File: src/rtl/dac_spi_tx_if.sv
// rtl/dac_spi_tx_if.sv - DDS sample stream into the DAC serialiser
interface dac_spi_tx_if;
  logic [7:0] din;
  logic [1:0] pd;
  logic       din_valid;
  logic       din_ready;

  modport master (output din, output pd, output din_valid, input din_ready);
  modport slave  (input din, input pd, input din_valid, output din_ready);
endinterface

File: src/rtl/dac_spi_tx.sv
// rtl/dac_spi_tx.sv - serialises one DDS sample per 16-bit SPI frame, counts dropped samples
module dac_spi_tx #(
  parameter int CLK_DIV    = 2,
  parameter int GAP_CYCLES = 2,
  parameter int OVR_W      = 16
) (
  input  logic             clk,
  input  logic             rst,
  dac_spi_tx_if.slave      smp,
  output logic             dac_sclk,
  output logic             dac_sync_n,
  output logic             dac_din,
  output logic             frame_done,
  output logic [OVR_W-1:0] overrun_cnt
);
  localparam int DW = $clog2(CLK_DIV + 1);
  localparam int GW = $clog2(GAP_CYCLES + 1);
  localparam logic [DW-1:0] DIV_LAST = DW'(CLK_DIV - 1);
  localparam logic [GW-1:0] GAP_LAST = GW'(GAP_CYCLES - 1);

  typedef enum logic [1:0] {IDLE, SHIFT, GAP} state_t;

  state_t        state, state_n;
  logic [DW-1:0] div_cnt;
  logic [GW-1:0] gap_cnt;
  logic [4:0]    bit_cnt;
  logic [14:0]   shreg;
  logic [15:0]   frame;
  logic          accept, tick, sclk_fall, sclk_rise, frame_end;

  assign smp.din_ready = (state == IDLE) && !rst;
  assign frame = {2'b00, smp.pd, smp.din, 4'b0000};

  always_comb begin
    state_n   = state;
    accept    = 1'b0;
    tick      = 1'b0;
    sclk_fall = 1'b0;
    sclk_rise = 1'b0;
    frame_end = 1'b0;
    case (state)
      IDLE: begin
        if (smp.din_valid) begin
          accept  = 1'b1;
          state_n = SHIFT;
        end
      end
      SHIFT: begin
        tick = (div_cnt == DIV_LAST);
        if (tick) begin
          // the half-period after the 16th falling edge closes the frame instead of rising
          if (dac_sclk) begin
            sclk_fall = 1'b1;
          end else if (bit_cnt == 5'd16) begin
            frame_end = 1'b1;
            state_n   = GAP;
          end else begin
            sclk_rise = 1'b1;
          end
        end
      end
      GAP: begin
        if (gap_cnt == GAP_LAST) state_n = IDLE;
      end
      default: state_n = IDLE;
    endcase
  end

  always_ff @(posedge clk) begin
    if (rst) begin
      state       <= IDLE;
      dac_sclk    <= 1'b1;
      dac_sync_n  <= 1'b1;
      dac_din     <= 1'b0;
      frame_done  <= 1'b0;
      overrun_cnt <= '0;
      div_cnt     <= '0;
      gap_cnt     <= '0;
      bit_cnt     <= '0;
      shreg       <= '0;
    end else begin
      state      <= state_n;
      frame_done <= frame_end;

      if (smp.din_valid && !smp.din_ready && (overrun_cnt != '1))
        overrun_cnt <= overrun_cnt + OVR_W'(1);

      if (accept) begin
        shreg      <= frame[14:0];
        dac_din    <= frame[15];
        dac_sync_n <= 1'b0;
        dac_sclk   <= 1'b1;
        div_cnt    <= '0;
        bit_cnt    <= '0;
      end

      if (state == SHIFT) div_cnt <= tick ? '0 : div_cnt + DW'(1);

      if (sclk_fall) begin
        dac_sclk <= 1'b0;
        bit_cnt  <= bit_cnt + 5'd1;
      end

      if (sclk_rise) begin
        dac_sclk <= 1'b1;
        dac_din  <= shreg[14];
        shreg    <= {shreg[13:0], 1'b0};
      end

      if (frame_end) begin
        dac_sclk   <= 1'b1;
        dac_sync_n <= 1'b1;
        dac_din    <= 1'b0;
        gap_cnt    <= '0;
      end

      if (state == GAP) gap_cnt <= gap_cnt + GW'(1);
    end
  end
endmodule
File: src/flat_wrapper.sv
// flat-port wrapper written by rule: the top's interface ports become plain ports
module dac_spi_tx_flat 
#(
  parameter int CLK_DIV    = 2,
  parameter int GAP_CYCLES = 2,
  parameter int OVR_W      = 16
)
  (clk, rst, dac_sclk, dac_sync_n, dac_din, frame_done, overrun_cnt, smp_din, smp_pd, smp_din_valid, smp_din_ready);
  dac_spi_tx_if smp_i ();
  input  logic clk;
  input  logic rst;
  output logic dac_sclk;
  output logic dac_sync_n;
  output logic dac_din;
  output logic frame_done;
  output logic [OVR_W-1:0] overrun_cnt;
  input wire logic [$bits(smp_i.din)-1:0] smp_din;
  input wire logic [$bits(smp_i.pd)-1:0] smp_pd;
  input wire logic [$bits(smp_i.din_valid)-1:0] smp_din_valid;
  output wire logic [$bits(smp_i.din_ready)-1:0] smp_din_ready;
  assign smp_i.din = smp_din;
  assign smp_i.pd = smp_pd;
  assign smp_i.din_valid = smp_din_valid;
  assign smp_din_ready = smp_i.din_ready;
  dac_spi_tx #(.CLK_DIV(CLK_DIV), .GAP_CYCLES(GAP_CYCLES), .OVR_W(OVR_W)) u_core (.clk(clk), .rst(rst), .smp(smp_i), .dac_sclk(dac_sclk), .dac_sync_n(dac_sync_n), .dac_din(dac_din), .frame_done(frame_done), .overrun_cnt(overrun_cnt));
endmodule
File: config.mk
export PLATFORM = sky130hd
export DESIGN_NAME = dac_spi_tx_flat
export DESIGN_NICKNAME = d
export VERILOG_FILES = /design/src/rtl/dac_spi_tx_if.sv /design/src/rtl/dac_spi_tx.sv /design/src/flat_wrapper.sv
export SDC_FILE = /design/constraint.sdc
export NUM_CORES = 1
export LEC_CHECK = 0
export CORE_MARGIN = 1.5
export CORE_UTILIZATION = 25
export DETAILED_ROUTE_END_ITERATION = 12
export PLACE_DENSITY = 0.5
export SYNTH_ARGS = -nofsm -noshare
export SYNTH_HDL_FRONTEND = slang
export SYNTH_SLANG_ARGS = --single-unit
File: constraint.sdc
create_clock -name clk -period 2.9 [get_ports clk]
set_input_delay 0.87 -clock clk [delete_from_list [all_inputs] [get_ports clk]]
set_output_delay 0.87 -clock clk [all_outputs]
set_load 0.05 [all_outputs]
==> results of run 1 <==
## where the power goes
group / internal, mW / switching (mW) / total [mW]
Sequential: 0.591 / 0.0123 / 0.603
Clock: 0.169 / 0.214 / 0.384
Combinational: 0.0537 / 0.0599 / 0.114
## worst max-delay path, cell delays in order
cell,delay [ns]
clkdlybuf4s50_1,0.47
nor3_2,0.21
buf_12,0.17
## per-stage QoR
stage	hold slack, ns	power (mW)	setup slack (ns)
floorplan	0.452	0.683	0.143
global placement	0.468	0.731	0.0920
detailed placement	0.475	0.732	0.0510
CTS	0.491	1.12	0.289
global route	0.499	1.15	0.270
finish	0.488	1.10	0.300
## per-layer routing
layer	vias up	part of all wire, %	wire length (um)
li1	918	-	-
met3	6	3.5	161
met5	-	0	0
met1	797	50	2270
met2	30	45	2060
met4	0	1.7	76
## sequential cells by signal, indices dropped and copies added (netlist names)
register / flops
u_core.frame_done: 1
u_core.dac_din: 1
u_core.overrun_cnt: 16
u_core.gap_cnt: 2
u_core.dac_sync_n: 1
u_core.shreg: 11
u_core.state: 2
u_core.bit_cnt: 5
u_core.dac_sclk: 1
u_core.div_cnt: 2
## cell type report
| class | instances | area (um^2) | share of cell area, % |
|---|---|---|---|
| Inverter | 6 | 22.5 | 0.880 |
| Multi-Input combinational cell | 171 | 1090 | 42.7 |
| Tap cell | 102 | 128 | 4.99 |
| Clock buffer | 5 | 68.8 | 2.69 |
| Sequential cell | 42 | 841 | 32.8 |
| Clock inverter | 3 | 21.3 | 0.831 |
| Timing Repair Buffer | 39 | 385 | 15.1 |
## cells in the mapped netlist, drive strengths merged, types with 5 or more instances
library cell and instances:
a211oi 10, a21oi 16, buf 7, clkbuf 6, dfxtp 42, inv 5, mux2i 13, nand2 13
nand3 10, nand4 7, nor2 28, nor2b 5, nor3 6, o21ai 8, o31ai 5, or3 6
## kinds of logic (layout without fill, tap and decap cells)
kind of cell	Yosys count	in the layout	synth area share, %
adder cells (fa/ha/maj)	4	4	2.50
flip-flops	42	42	42.0
multiplexers	17	17	8.74
buffers and inverters	19	53	3.93
AO/OA/AOI/OAI	50	50	16.0
AND/OR/NAND/NOR	100	100	26.9
## worst paths after layout
path                                         to  slack [ns]  cells past startpoint                               start
min              u_core.div_cnt[1]$_SDFFE_PP0P_        0.49                      1      u_core.div_cnt[1]$_SDFFE_PP0P_
max reg2reg  u_core.overrun_cnt[2]$_SDFFE_PP0P_        0.80                      5  u_core.overrun_cnt[1]$_SDFFE_PP0P_
max                               smp_din_ready        0.30                      3                                 rst
min reg2reg      u_core.div_cnt[1]$_SDFFE_PP0P_        0.49                      1      u_core.div_cnt[1]$_SDFFE_PP0P_
==> results.yml, run 1 <==
place:
  dp_cells: 360
  io_buffers: 33
  hpwl_um: 3210
  gp_congestion: 0.818
  place_area_mm2: 0.00247
routing:
  vias: 1751
  vias_per_cell: 4.76
  wl_um: 4560
  dr.pass1.iters: 4
  drt_iter0_drc: 59
  drc: 0
  antenna_left: 0
  routedWlPerCell_um: 12.4
layout:
  instances_no_fill: 368
  antenna_cells: 0
  fin_util_pct: 33.1
  area_growth_pct: 27.8
  layout_common_cells: "dfxtp_1, clkdlybuf4s50_1, nor2_1"
  fill_cells: 800
  fin_area_mm2: 0.00256
  layout_commonest_cell: "dfxtp_1"
  drive_above_1_share_pct: 10.5
  num-nets-final: 282
critical_path:
  worstPathRequired_ns: 2.03
  critPathKind: "input port to primary output"
  endpoint_kind: "primary output"
  start_kind: "input port"
  worstPathMaxFanout: 4
  worstPathArrival_ns: 1.73
floorplanning:
  floorplan.initialDensity_pct: 25.9
  die_x_um: 92.5
  design.core.area_mm2: 0.00773
  die_area_mm2: 0.00856
  boundaryPins: 34
  rows: 32
  die_height_um: 92.5
logic_synthesis:
  ys_ff_latch: 42
  yosys-top-cells-area: "dfxtp_1, mux2i_1, nor2_1"
  ys_warn_count: 0
  async_flop_share_pct: 0
  seq_area_frac_synth_pct: 42.0
  synth_cell_types: 41
  yosysTopAreaCell: "dfxtp_1"
  synth_edf_count: 0
  synthCells: 232
  syn_avg_cell_area_um2: 8.63
  syn_area_mm2: 0.00200
  synth-main-ff-cell: "dfxtp_1"
  synth_fp_nets: 249
  yosysTopAreaCellShare_pct: 42.0
clock_network:
  post_cts_buffers: 0
  cts-root-buf: "clkbuf_8"
  clk_latency_ns: 0.30
  clock_path_buffers: 2
  post_cts_resized: 0
  cts_tree: "done"
  cts_max_level: 2
  cts.reportedPaths.clkPinSlew_ns: 0.08
  hold_buffers: 0
  clock-sinks: 42
  numCtsBuffers: 5
min_path:
  hold_path.class: "flip-flop to flip-flop"
global_routing:
  met1_usage_pct: 14.8
  met2_usage_pct: 17.0
  grt_start_max_net_pins: 32
  track_usage_pct: 11.0
  use_met3_pct: 2.46
  first_global_vias: 1520
  antenna_found_initial: 0
  busiest_layer: "met2"
  grt_overflow: 0
  grt_pass1_wl_um: 7410
power_and_ir_drop:
  p_leak_nw: 0.872
  vdd_ir_drop_max_mv: 0.170
  power.density_mw_per_mm2: 430
sta:
  slew_headroom_pct: 46.0
  finalHoldViolations: 0
  fin_crit_ns: 2.60
  report.final.slew_viol_count: 0
  clock_skew_ns: 0.00997
  setup_viol: 0
  fmax_mhz: 385
  period_share_pct: 89.6
  rsz0062_at_grt: "false"
  tns_ns: 0
  max_slew.worst_pin.slew_ns: 0.807
outcome:
  outcome: "finished clean"
job:
  cap_viol_max_count: 0
No activity file was read; power rests on OpenSTA's default activity.
==> run 2: changes to the inputs <==
- CAP_MARGIN: not set -> 20
==> results of run 2 <==
Final layout, timing and power as in run 1 (identical DEF).
==> run 3: changes to the inputs <==
- CORE_UTILIZATION: 25 -> 45
- PLACE_DENSITY: 0.5 -> 0.75
==> results.yml, run 3 (synthesized netlist as in run 1, its figures left out) <==
outcome:
  outcome: "finished clean"
critical_path:
  start_kind: "input port"
  worstPathRequired_ns: 2.03
  slowest_delay_ns: 0.42
  worstPathMaxFanout: 3
  endpoint_kind: "primary output"
  critPathKind: "input port to primary output"
  slowest_stage: "clkdlybuf4s50_1"
  crit_start: "rst"
  timing.rr.start: "u_core.overrun_cnt[0]$_SDFFE_PP0P_"
  worstPathArrival_ns: 1.78
  path_cells: "clkdlybuf4s50_1 -> buf_4 -> nor3_2 -> buf_12"
sta:
  period_share_pct: 91.5
  max_slew.worst_pin.slew_ns: 0.755
  fin_ws_ns: 0.246
  slew_headroom_pct: 49.5
  fmax_mhz: 377
  clock_skew_ns: 0.00669
  report.final.slew_viol_count: 0
  fin_crit_ns: 2.65
  tns_ns: 0
  setup_viol: 0
  finalHoldViolations: 0
  rsz0062_at_grt: "false"
power_and_ir_drop:
  total_power_mw: 1.11
  power.density_mw_per_mm2: 441
  p_leak_nw: 0.881
  vdd_ir_drop_max_mv: 0.229
global_routing:
  grt_overflow: 0
  antenna_found_initial: 0
  track_usage_pct: 19.0
  grt_pass1_wl_um: 7490
  grt_start_max_net_pins: 40
  first_global_vias: 1683
clock_network:
  clk_latency_ns: 0.30
  clock-sinks: 42
  cts_tree: "done"
  post_cts_resized: 0
  post_cts_buffers: 0
  numCtsBuffers: 5
  cts-root-buf: "clkbuf_8"
  cts_max_level: 2
  hold_buffers: 0
  clock_path_buffers: 2
  cts.reportedPaths.clkPinSlew_ns: 0.07
routing:
  wl_um: 4300
  antenna_left: 0
  drc: 0
  dr.pass1.iters: 4
  vias_per_cell: 5.66
  routedWlPerCell_um: 13.5
  drt_iter0_drc: 117
  vias: 1806
place:
  gp_congestion: 0.788
  hpwl_um: 3010
  place_area_mm2: 0.00241
  place_worst_setup_slack_ns: 0.122
  io_buffers: 33
  dp_cells: 311
floorplanning:
  die_height_um: 69.7
  die_x_um: 69.7
  die_area_mm2: 0.00486
  design.core.area_mm2: 0.00432
  rows: 24
  floorplan.initialDensity_pct: 46.3
  boundaryPins: 34
layout:
  largest-register: "u_core.overrun_cnt"
  fin_area_mm2: 0.00251
  reg.largest.list: "u_core.overrun_cnt x16, u_core.shreg x11, u_core.bit_cnt x5"
  area_growth_pct: 25.1
  largest_register_ffs: 16
  layout_commonest_cell: "dfxtp_1"
  num-nets-final: 283
  instances_no_fill: 319
  drive_above_1_share_pct: 10.5
  antenna_cells: 0
  fill_cells: 400
  layout_common_cells: "dfxtp_1, clkdlybuf4s50_1, nor2_1"
min_path:
  hold_path.class: "flip-flop to flip-flop"
  min_from: "u_core.div_cnt[1]$_SDFFE_PP0P_"
job:
  cap_viol_max_count: 0
==> run 3: changes by cell type in the layout (fill, tap and decap cells not counted) <==
cell        change
buf_4           +1
clkbuf_1        +1
clkbuf_8        +1
clkinv_4        -1
clkinvlp_4      -1
==> run 3: worst max-delay path, delay by kind of cell <==
| family | cells | cell delay (ns) |
|---|---|---|
| buffers and inverters | 3 | 0.74 |
| AND/OR/NAND/NOR | 1 | 0.17 |
==> run 3: layout make-up <==
class	count	area (um^2)	share of cell area (%)
Inverter	6	22.5	0.899
Timing Repair Buffer	40	393	15.7
Clock inverter	1	5.00	0.200
Tap cell	52	65.1	2.60
Sequential cell	42	841	33.5
Multi-Input combinational cell	171	1090	43.6
Clock buffer	7	86.3	3.44
==> run 3: path summary, 6_finish.rpt <==
path,endpoint,slack [ns],cells after the start
setup / recovery,smp_din_ready,0.25,4
hold reg to reg,u_core.div_cnt[1]$_SDFFE_PP0P_,0.49,1
hold / removal,u_core.div_cnt[1]$_SDFFE_PP0P_,0.49,1
setup reg to reg,u_core.overrun_cnt[2]$_SDFFE_PP0P_,0.76,5
==> run 3: report_power, final <==
| part | internal (mW) | switching, mW |
|---|---|---|
| combinational | 0.0546 | 0.0587 |
| clock | 0.192 | 0.197 |
| sequential | 0.591 | 0.0125 |
| total | 0.838 | 0.268 |
==> run 3: through the flow <==
step / utilization (%) / hold WS (ns)
3_3_place_gp: 55.8 / 0.469
2_1_floorplan: - / 0.452
3_5_place_dp: 55.8 / 0.480
6_report: 58.0 / 0.490
5_1_grt: 58.0 / 0.515
4_1_cts: 58.0 / 0.493
==> run 3: metal layers <==
layer / global-route usage (%) / routed length (um) / up-vias / share of wire, %
met5: 0 / 0 / - / 0
met4: 6.20 / 54 / 0 / 1.3
met3: 4.80 / 181 / 7 / 4.2
met2: 31.6 / 2020 / 32 / 47
met1: 24.0 / 2050 / 847 / 48
li1: - / - / 920 / -
